<file path="src/rtl/cam_pkg.sv">
// Shared types and helpers for the camera capture / PMOD packer slice.
package cam_pkg;

    localparam int PIX_W = 16;

    typedef enum logic [1:0] {
        MODE_RGB565 = 2'd0,
        MODE_RGB444 = 2'd1,
        MODE_RAW8   = 2'd2
    } mode_e;

    typedef enum logic [1:0] {
        IDLE    = 2'd0,
        WAIT_VS = 2'd1,
        ACTIVE  = 2'd2
    } state_e;

    typedef struct packed {
        logic             sof;
        logic [PIX_W-1:0] pix;
    } fifo_entry_t;

    // The reserved encoding behaves as RAW8.
    function automatic mode_e decode_mode(input logic [1:0] m);
        case (m)
            2'd0:    return MODE_RGB565;
            2'd1:    return MODE_RGB444;
            default: return MODE_RAW8;
        endcase
    endfunction

    function automatic logic [PIX_W-1:0] pack_pixel(input mode_e m, input logic [7:0] hi,
                                                     input logic [7:0] lo);
        case (m)
            MODE_RGB565: return {hi, lo};
            MODE_RGB444: return {4'h0, hi[3:0], lo};
            default:     return {8'h00, lo};
        endcase
    endfunction

endpackage

</file>
<file path="src/rtl/cam_pix_fifo.sv">
// Synchronous pixel FIFO; a push is accepted when full if a pop happens in the same cycle.
module cam_pix_fifo
    import cam_pkg::*;
#(
    parameter int WIDTH = PIX_W + 1,
    parameter int DEPTH = 16
) (
    input  logic             clk_i,
    input  logic             rst_i,
    input  logic             push_i,
    input  logic [WIDTH-1:0] wdata_i,
    input  logic             pop_i,
    output logic [WIDTH-1:0] rdata_o,
    output logic             full_o,
    output logic             empty_o
);

    localparam int AW = $clog2(DEPTH);

    logic [WIDTH-1:0] mem [DEPTH];
    logic [AW:0]      wr_ptr;
    logic [AW:0]      rd_ptr;
    logic             wr_en;
    logic             rd_en;

    assign empty_o = (wr_ptr == rd_ptr);
    assign full_o  = (wr_ptr[AW] != rd_ptr[AW]) && (wr_ptr[AW-1:0] == rd_ptr[AW-1:0]);
    assign wr_en   = push_i && (!full_o || pop_i);
    assign rd_en   = pop_i && !empty_o;
    assign rdata_o = mem[rd_ptr[AW-1:0]];

    always_ff @(posedge clk_i) begin
        if (wr_en) begin
            mem[wr_ptr[AW-1:0]] <= wdata_i;
        end
    end

    always_ff @(posedge clk_i or posedge rst_i) begin
        if (rst_i) begin
            wr_ptr <= '0;
            rd_ptr <= '0;
        end else begin
            if (wr_en) wr_ptr <= wr_ptr + 1'b1;
            if (rd_en) rd_ptr <= rd_ptr + 1'b1;
        end
    end

endmodule

</file>
<file path="src/rtl/cam_capture_packer.sv">
// Camera bus oversampler, frame/pixel assembler and MSB-first PMOD serialiser.
//   state   | meaning
//   IDLE    | capture off; mode latched when enable_i rises
//   WAIT_VS | armed, waiting for the vsync falling edge
//   ACTIVE  | capturing bytes on pclk rising edges while href is high
module cam_capture_packer
    import cam_pkg::*;
#(
    parameter int SYNC_STAGES = 2,
    parameter int OUT_W       = 4,
    parameter int FIFO_DEPTH  = 16,
    parameter int CHUNK_DIV   = 2,
    parameter int FCNT_W      = 16
) (
    input  logic              clk_i,
    input  logic              rst_i,
    input  logic              enable_i,
    input  logic [1:0]        mode_i,
    input  logic              clr_i,
    input  logic              pclk_i,
    input  logic              vsync_i,
    input  logic              href_i,
    input  logic [7:0]        data_i,
    output logic              pmod_write_en_o,
    output logic              pmod_sof_o,
    output logic [OUT_W-1:0]  pmod_data_o,
    output logic [FCNT_W-1:0] frame_cnt_o,
    output logic              overflow_o,
    output logic              line_err_o,
    output logic              busy_o
);

    localparam int NCHUNK = PIX_W / OUT_W;
    localparam int CW     = $clog2(NCHUNK + 1);
    localparam int TW     = (CHUNK_DIV > 1) ? $clog2(CHUNK_DIV) : 1;

    // All camera pins share one chain so pclk, vsync, href and data stay aligned.
    logic [10:0] sync_q [SYNC_STAGES];
    logic        pclk_s, vsync_s, href_s;
    logic [7:0]  data_s;
    logic        pclk_d, vsync_d, href_d;

    always_ff @(posedge clk_i or posedge rst_i) begin
        if (rst_i) begin
            for (int i = 0; i < SYNC_STAGES; i++) sync_q[i] <= '0;
            pclk_d  <= 1'b0;
            vsync_d <= 1'b0;
            href_d  <= 1'b0;
        end else begin
            sync_q[0] <= {pclk_i, vsync_i, href_i, data_i};
            for (int i = 1; i < SYNC_STAGES; i++) sync_q[i] <= sync_q[i-1];
            pclk_d  <= pclk_s;
            vsync_d <= vsync_s;
            href_d  <= href_s;
        end
    end

    assign pclk_s  = sync_q[SYNC_STAGES-1][10];
    assign vsync_s = sync_q[SYNC_STAGES-1][9];
    assign href_s  = sync_q[SYNC_STAGES-1][8];
    assign data_s  = sync_q[SYNC_STAGES-1][7:0];

    logic sample_evt, vs_fall, vs_rise, href_fall;

    assign sample_evt = pclk_s & ~pclk_d;
    assign vs_fall    = vsync_d & ~vsync_s;
    assign vs_rise    = ~vsync_d & vsync_s;
    assign href_fall  = href_d & ~href_s;

    state_e state_q, state_d;
    mode_e  mode_q;
    logic   latch_mode, arm_sof, frame_done;

    always_comb begin
        state_d    = state_q;
        latch_mode = 1'b0;
        arm_sof    = 1'b0;
        frame_done = 1'b0;
        case (state_q)
            IDLE: begin
                if (enable_i) begin
                    state_d    = WAIT_VS;
                    latch_mode = 1'b1;
                end
            end
            WAIT_VS: begin
                if (vs_fall) begin
                    state_d = ACTIVE;
                    arm_sof = 1'b1;
                end
            end
            ACTIVE: begin
                if (vs_rise) begin
                    frame_done = 1'b1;
                    if (enable_i) begin
                        state_d    = WAIT_VS;
                        latch_mode = 1'b1;
                    end else begin
                        state_d = IDLE;
                    end
                end
            end
            default: state_d = IDLE;
        endcase
    end

    // Pixel assembly and FIFO write side.
    logic        capture, two_byte, pix_done, drop;
    logic        phase_q, sof_armed_q;
    logic [7:0]  b0_q;
    logic [PIX_W-1:0] pix_word;
    fifo_entry_t fifo_wdata, fifo_rdata;
    logic        fifo_full, fifo_empty, pop;

    assign capture    = (state_q == ACTIVE) && sample_evt && href_s;
    assign two_byte   = (mode_q != MODE_RAW8);
    assign pix_done   = capture && (!two_byte || phase_q);
    assign pix_word   = pack_pixel(mode_q, b0_q, data_s);
    assign fifo_wdata = {sof_armed_q, pix_word};
    assign drop       = pix_done && fifo_full && !pop;

    always_ff @(posedge clk_i or posedge rst_i) begin
        if (rst_i) begin
            state_q     <= IDLE;
            mode_q      <= MODE_RGB565;
            phase_q     <= 1'b0;
            b0_q        <= '0;
            sof_armed_q <= 1'b0;
            frame_cnt_o <= '0;
            overflow_o  <= 1'b0;
            line_err_o  <= 1'b0;
        end else begin
            state_q <= state_d;
            if (latch_mode) mode_q <= decode_mode(mode_i);
            if (arm_sof || href_fall) begin
                phase_q <= 1'b0;
            end else if (capture && two_byte) begin
                phase_q <= ~phase_q;
            end
            if (capture && two_byte && !phase_q) b0_q <= data_s;
            // A dropped sof pixel leaves the flag armed for the next push.
            if (arm_sof) begin
                sof_armed_q <= 1'b1;
            end else if (pix_done && !drop) begin
                sof_armed_q <= 1'b0;
            end
            if (frame_done) frame_cnt_o <= frame_cnt_o + 1'b1;
            overflow_o <= drop | (overflow_o & ~clr_i);
            line_err_o <= (href_fall & phase_q) | (line_err_o & ~clr_i);
        end
    end

    cam_pix_fifo #(
        .WIDTH (PIX_W + 1),
        .DEPTH (FIFO_DEPTH)
    ) u_fifo (
        .clk_i   (clk_i),
        .rst_i   (rst_i),
        .push_i  (pix_done),
        .wdata_i (fifo_wdata),
        .pop_i   (pop),
        .rdata_o (fifo_rdata),
        .full_o  (fifo_full),
        .empty_o (fifo_empty)
    );

    // Serialiser: timer is a down-counter, a chunk goes out when it reaches zero.
    logic [CW-1:0]    chunks_q;
    logic [TW-1:0]    timer_q;
    logic [PIX_W-1:0] sr_q;
    logic             first_q;
    logic             emit, last_emit;

    assign emit      = (chunks_q != '0) && (timer_q == '0);
    assign last_emit = emit && (chunks_q == CW'(1));
    // Popping alongside the last chunk keeps back-to-back pixels at CHUNK_DIV spacing.
    assign pop       = !fifo_empty && (((chunks_q == '0) && (timer_q == '0)) || last_emit);

    always_ff @(posedge clk_i or posedge rst_i) begin
        if (rst_i) begin
            chunks_q        <= '0;
            timer_q         <= '0;
            sr_q            <= '0;
            first_q         <= 1'b0;
            pmod_write_en_o <= 1'b0;
            pmod_sof_o      <= 1'b0;
            pmod_data_o     <= '0;
        end else begin
            pmod_write_en_o <= emit;
            pmod_sof_o      <= emit & first_q;
            if (emit) pmod_data_o <= sr_q[PIX_W-1 -: OUT_W];
            if (pop) begin
                sr_q     <= fifo_rdata.pix;
                first_q  <= fifo_rdata.sof;
                chunks_q <= CW'(NCHUNK);
                timer_q  <= last_emit ? TW'(CHUNK_DIV - 1) : '0;
            end else if (emit) begin
                sr_q     <= sr_q << OUT_W;
                first_q  <= 1'b0;
                chunks_q <= chunks_q - 1'b1;
                timer_q  <= TW'(CHUNK_DIV - 1);
            end else if (timer_q != '0) begin
                timer_q <= timer_q - 1'b1;
            end
        end
    end

    assign busy_o = (state_q != IDLE) || !fifo_empty || (chunks_q != '0);

endmodule

</file>
<file path="config.mk">
export PLATFORM = sky130hd
export DESIGN_NAME = cam_capture_packer
export DESIGN_NICKNAME = d
export VERILOG_FILES = /design/src/rtl/cam_pkg.sv /design/src/rtl/cam_pix_fifo.sv /design/src/rtl/cam_capture_packer.sv
export SDC_FILE = /design/constraint.sdc
export NUM_CORES = 1
export LEC_CHECK = 0
export BUFFER_PORTS_ARGS = -buffer_cell sky130_fd_sc_hd__clkbuf_2
export CAP_MARGIN = 20
export CORE_MARGIN = 10
export CORE_UTILIZATION = 50
export DETAILED_ROUTE_END_ITERATION = 8
export PLACE_DENSITY = 0.66
export SLEW_MARGIN = 10
export SYNTH_ARGS = -nofsm -noshare
export SYNTH_HDL_FRONTEND = slang
export SYNTH_HIERARCHICAL = 1
export SYNTH_SLANG_ARGS = --single-unit
</file>
<file path="constraint.sdc">
create_clock -name clk_i -period 9.6 [get_ports clk_i]
set_input_delay 0.48 -clock clk_i [delete_from_list [all_inputs] [get_ports clk_i]]
set_output_delay 0.48 -clock clk_i [all_outputs]
set_load 0.03 [all_outputs]
</file>
==> impl_metrics.toml, run 1 <==
[status]
status = "finished clean"

[cells_and_area]
final_area_mm2 = 0.01612
drive_above_1_share_pct = 25.97
area_growth_pct = 13.73
finalNetCount = 851
fill_cells = 2035

[floorplan]
die_w_um = 188.4
dieArea_mm2 = 0.03548
die_h_um = 188.4
rows = 61
pin_count = 42
core_area_mm2 = 0.02786
start_util_pct = 50.87

[place]
gp_congestion = 0.9107
dp_hpwl_um = 19140
port_buffers = 41
dpl_cell_area_mm2 = 0.01487

[cts]
cts_root_buf = "clkbuf_16"
cts_num_sinks = 366
cts_buffers = 37
cts_resized = 0
htreeDepth = 2
clockBufferDepth = 3
clk_pin_slew_worst_paths_ps = 60
cts_tree = "done"
clk_latency_ps = 520

[setup_path]
crit_path_top_delay_cell = "dfrtp_4"
worstPathArrival_ps = 4610
cp_max_fo = 39
worstSetupStartpoint = "u_fifo/rd_ptr[1]$_DFFE_PP0P_"
ff2ff_path_depth = 10
path_cells = "xnor2_1 -> nand4_2 -> nor2_1 -> or4_1 -> clkinv_1 -> nand2b_1 -> nor2_1 -> buf_4 -> nor4_2 -> buf_4"
path_class = "register to register"
start_kind = "register"
cpPeakStageDelay_ps = 780
cp-end-kind = "register"
worstPathRequired_ps = 9860
r2r_end = "u_fifo/mem[2][10]$_DFFE_PP_"
rrSetupSlack_ps = 5240
r2r_start = "u_fifo/rd_ptr[1]$_DFFE_PP0P_"

[timing]
max_freq_mhz = 229.4
slew_viol_final = 0
rsz0062_at_grt = "false"
clock_skew_ps = 22.38
hold_viol = 0
fin_crit_sh_pct = 45.41
period_needed_ps = 4359
worstMarginPinSlew_ps = 999.7
slew_headroom_pct = 33.28
finalSetupViolations = 0
fin_tns_setup_ps = 0

[job]
max_cap_violations = 0

[synthesis]
yosysTopAreaCell = "edfxtp_1"
ys.flop_type = "edfxtp_1"
ys_seq_area_share_pct = 74.23
syn_avg_cell_area_um2 = 18.67
ys_top_cells_by_area = "edfxtp_1, dfrtp_1, mux4_2"
synth_cell_types = 55
synth_seq_cells = 366
async_flop_share_pct = 25.68
syn-cell-area_mm2 = 0.01417
syn-num-nets = 785
synth.top_cell.area_share_pct = 57.63
synth_edf_count = 272
syn_inst = 759
synth_warnings = 6

[grt]
grtUsageTotal_pct = 17.16
grt_pass1_vias = 7441
grt_max_degree = 85
antenna_found_initial = 0
grt_overflow = 0
grt_pass1_wl_um = 46330

[routing]
dr.pass1.iters = 6
wl_um = 30290
via_per_inst = 5.807
ant_nets = 0
drt-initial-drc-count = 718
drc_errors = 0
wl_per_cell_um = 24.62
vias = 7142

[power]
peakVddDrop_mv = 0.1589
p_leak_nw = 5.615
power_density_mw_per_mm2 = 241.2

[worst_hold_path]
hold_end = "sync_q[20]$_DFF_PP0_"
worstHoldPathCells = 1
hp-class = "input pin to register"
hold_path_startpoint = "vsync_i"
[cells in the final DEF, fill, tap and decap left out, types with 9 or more instances in the layout]
master	count
buf_4	16
o21ai_0	19
edfxtp_1	272
clkbuf_16	38
mux4_2	68
clkbuf_2	41
nor2_1	28
inv_1	26
nand2_1	23
xnor2_1	24
ha_1	9
o22ai_1	36
a22oi_1	12
dfrtp_1	92
[synth_stat cells (3+ instances only)]
cell	n
a21oi_1	5
nand3b_1	5
o21ai_1	3
inv_1	27
nand2b_1	6
nor2_1	33
xnor2_1	24
buf_4	6
nand3_1	6
nand4_1	8
buf_2	13
mux2_2	5
nor4_1	4
nor3_1	7
and2_1	5
mux2_4	8
buf_6	5
dfrtp_1	94
nand2_1	23
edfxtp_1	272
clkbuf_1	6
a22o_1	5
o211ai_1	4
a22oi_1	12
ha_1	9
mux4_2	68
nor2b_1	9
o21ai_0	19
o22ai_1	36
[kinds of logic (layout without fill, tap and decap cells)]
kind of cell | Yosys count | after routing | share of synthesized area (%)
mux | 83 | 83 | 12.21
compound gates | 89 | 89 | 3.982
xor+xnor | 27 | 27 | 1.775
fa+ha+maj | 9 | 9 | 0.7946
flops | 366 | 366 | 74.23
other cells | 0 | 1 | 0
simple gates | 124 | 124 | 4.838
buf+inv | 61 | 153 | 2.172
[timing repair]
item | CTS | global route
hold endpoints to repair | 10 | 0
buffers inserted | 0 | 0
hold buffers | 1 | 0
[layer usage]
| layer | up-vias | wire length, um | share of wire, % | track usage (%) |
|---|---|---|---|---|
| li1 | 3113 | - | - | - |
| met1 | 3766 | 12450 | 41 | 22.70 |
| met2 | 229 | 15520 | 51 | 29.01 |
| met3 | 34 | 1734 | 5.7 | 2.677 |
| met4 | 0 | 588 | 1.9 | 4.762 |
| met5 | - | 0 | 0 | 0 |
[power by group]
group	internal [mW]	switching [mW]	leakage, nW
Combinational	0.211	0.329	1.32
Clock	0.855	0.569	0.587
Sequential	1.83	0.0906	3.71
Total	2.90	0.989	5.61
[final cells by class]
cell class / instances / area [um^2] / share of cell area, %
antenna: 1 / 2.502 / 0.01553
tap: 378 / 473.0 / 2.934
timing repair buffer: 60 / 374.1 / 2.321
inverter: 28 / 106.4 / 0.6598
clock buffer: 48 / 1018 / 6.319
sequential: 366 / 10530 / 65.30
clock inverter: 17 / 186.4 / 1.157
multi-input combinational: 332 / 3432 / 21.29
[flip-flops by register name, summed over array words and instances, names as in the netlist, 2 cells and up]
| name | flops |
|---|---|
| u_fifo/rd_ptr | 5 |
| pmod_data_o | 4 |
| b0_q | 8 |
| chunks_q | 3 |
| u_fifo/mem | 272 |
| u_fifo/wr_ptr | 5 |
| mode_q | 2 |
| data_s | 8 |
| sync_q | 12 |
| state_q | 2 |
| sr_q | 16 |
| frame_cnt_o | 16 |
[critical path: cells and delay by family, from the launching register on]
family,cells,cell delay [ps]
xor gates and xnor gates,1,200
buffers and inverters,3,1110
DFF,1,780
and+or+nand+nor,6,1990
[stage by stage]
stage,setup slack (ps),total power [mW],utilization (%),cells,hold slack (ps)
detailed placement,5329,2.495,53.39,1162,336.5
finish,5241,3.887,57.86,1230,63.24
floorplan,5088,2.317,-,759,320.2
CTS,5310,3.915,57.75,1228,46.85
global placement,5166,2.471,53.30,1161,331.6
global route,4958,4.039,57.85,1229,53.14
[how the worst max path moves through the flow]
stage,end,slack [ps]
2_1_floorplan,u_fifo/mem[2][0]$_DFFE_PP_,5090
3_3_place_gp,u_fifo/mem[7][0]$_DFFE_PP_,5170
3_5_place_dp,u_fifo/mem[6][4]$_DFFE_PP_,5330
4_1_cts,u_fifo/mem[6][1]$_DFFE_PP_,5310
5_1_grt,u_fifo/mem[0][11]$_DFFE_PP_,4960
6_report,u_fifo/mem[2][10]$_DFFE_PP_,5240
(Power assumes the default switching activity.)
==> run 2, diff against run 1 <==
Clock period 9.6 ns to 4.1 ns, I/O delays scaled along.
==> run 2 against run 1 <==
Compared with the run above: combinational power rose by 130%; die area did not move; sequential share of layout area down 0.91 points; setup slack lost 4600 ps; worst hold slack better by 110 ps; global-route usage is 0.51 points lower; critical endpoint is now u_fifo/mem[9][11]$_DFFE_PP_.
==> impl_metrics.toml, run 2 (synthesis results as in run 1) <==
[setup_path]
worstPathArrival_ps = 3680
start_kind = "register"
r2r_start = "u_fifo/wr_ptr[2]$_DFFE_PP0P_"
worstSetupStartpoint = "u_fifo/wr_ptr[2]$_DFFE_PP0P_"
cp-end-kind = "register"
worstPathRequired_ps = 4320
path_class = "register to register"
cp_max_fo = 11

[timing]
rsz0062_at_grt = "false"
fin_crit_sh_pct = 84.23
period_needed_ps = 3453
fin_tns_setup_ps = 0
hold_viol = 0
slew_headroom_pct = 35.42
clock_skew_ps = 9.376
max_freq_mhz = 289.6
slew_viol_final = 0
worstMarginPinSlew_ps = 966.8
finalSetupViolations = 0

[cells_and_area]
final_common_cell = "edfxtp_1"
largest_reg_flops = 272
finalNetCount = 880
antenna_cells = 0
fill_cells = 2039
seq_area_mm2 = 0.01053
final_cell_mix = "edfxtp_1, dfrtp_1, mux4_2"
stdcell_count = 1260
area_growth_pct = 15.34
drive_above_1_share_pct = 26.76
multiInputGateArea_mm2 = 0.003422
postLayoutCoreUtil_pct = 58.68

[place]
dp_cells = 1176
port_buffers = 41
dp_hpwl_um = 18960
gp_congestion = 0.8487

[routing]
drc_errors = 0
vias = 7285
ant_nets = 0
wl_per_cell_um = 23.31
drt-initial-drc-count = 548
via_per_inst = 5.782
dr.pass1.iters = 5
wl_um = 29370

[worst_hold_path]
hold_path_startpoint = "enable_i"
hp-class = "input pin to register"

[floorplan]
start_util_pct = 50.87
rows = 61
pin_count = 42
die_h_um = 188.4
core_area_mm2 = 0.02786
die_w_um = 188.4
dieArea_mm2 = 0.03548

[cts]
htreeDepth = 2
cts_setup_buffers = 0
cts_root_buf = "clkbuf_16"
clk_latency_ps = 520
clk_pin_slew_worst_paths_ps = 60
cts_tree = "done"
cts_num_sinks = 366
cts_buffers = 38
clockBufferDepth = 3

[grt]
grt_pass1_vias = 7622
grt_max_degree = 51
grt_pass1_wl_um = 46060
grtUsageTotal_pct = 16.65
antenna_found_initial = 0
grt_overflow = 0

[power]
power_density_mw_per_mm2 = 556.8
p_total_mw = 9.102
peakVddDrop_mv = 0.2517
p_leak_nw = 5.761

[job]
max_cap_violations = 0

[status]
status = "finished clean"
-- run 2: changes by cell type in the layout (fill, tap and decap cells not counted), sizes merged --
cell	change
dlygate4sd3	+14
bufinv	-1
diode	-1
clkinvlp	+1
clkinv	+5
buf	+14
clkbuf	-2
-- run 2: power by group --
part           leakage (nW)  internal, mW  switching, mW
clock network         0.605          1.99           1.37
registers              3.71          4.29          0.181
logic                  1.45         0.518          0.754
total                  5.76          6.79           2.31
-- run 2: what timing repair did --
item,in CTS,in global routing
hold endpoints to repair,74,0
resized for setup,0,0
hold buffers,15,0
-- run 2: final cells by class --
| type | instances | share of cell area (%) |
|---|---|---|
| sequential | 366 | 64.39 |
| multi-input combinational | 332 | 20.93 |
| timing repair buffer | 88 | 3.643 |
| inverter | 28 | 0.6506 |
| clock inverter | 22 | 1.179 |
| clock buffer | 46 | 6.315 |
| tap | 378 | 2.893 |
-- run 2: path summary, 6_finish.rpt --
check,to,slack (ps),cells after the start
setup / recovery,u_fifo/mem[9][11]$_DFFE_PP_,650,9
hold / removal,state_q[0]$_DFFE_PP0P_,170,4
setup reg to reg,u_fifo/mem[9][11]$_DFFE_PP_,650,9
hold reg to reg,data_s[4]$_DFF_PP0_,350,0
max in group asynchronous,data_s[5]$_DFF_PP0_,2760,4
min in group asynchronous,u_fifo/wr_ptr[3]$_DFFE_PP0P_,230,3
-- run 2: per-layer routing --
| layer | part of all wire [%] | GRT usage (%) |
|---|---|---|
| met1 | 42 | 22.34 |
| met2 | 51 | 27.69 |
| met3 | 5.1 | 2.585 |
| met4 | 2.0 | 4.853 |
| met5 | 0 | 0 |
-- run 2: through the flow --
step / instance area [um^2] / hold slack (ps) / worst slack, ps
5_1_grt: 16350 / 171.3 / 432.1
6_report: 16350 / 168.7 / 646.6
3_5_place_dp: 14960 / 210.7 / 694.5
4_1_cts: 16340 / 134.0 / 643.2
2_1_floorplan: 14180 / 45.18 / -249.3
3_3_place_gp: 14960 / 206.1 / 723.9
-- run 2: critical path: stages (launching register included) --
cell	delay, ps
dfrtp_1	670
xnor2_1	160
nand4_2	130
nor2_1	70
or4_1	550
clkinv_1	90
nand2b_1	220
o21ai_1	190
nor2_1	750
buf_4	320
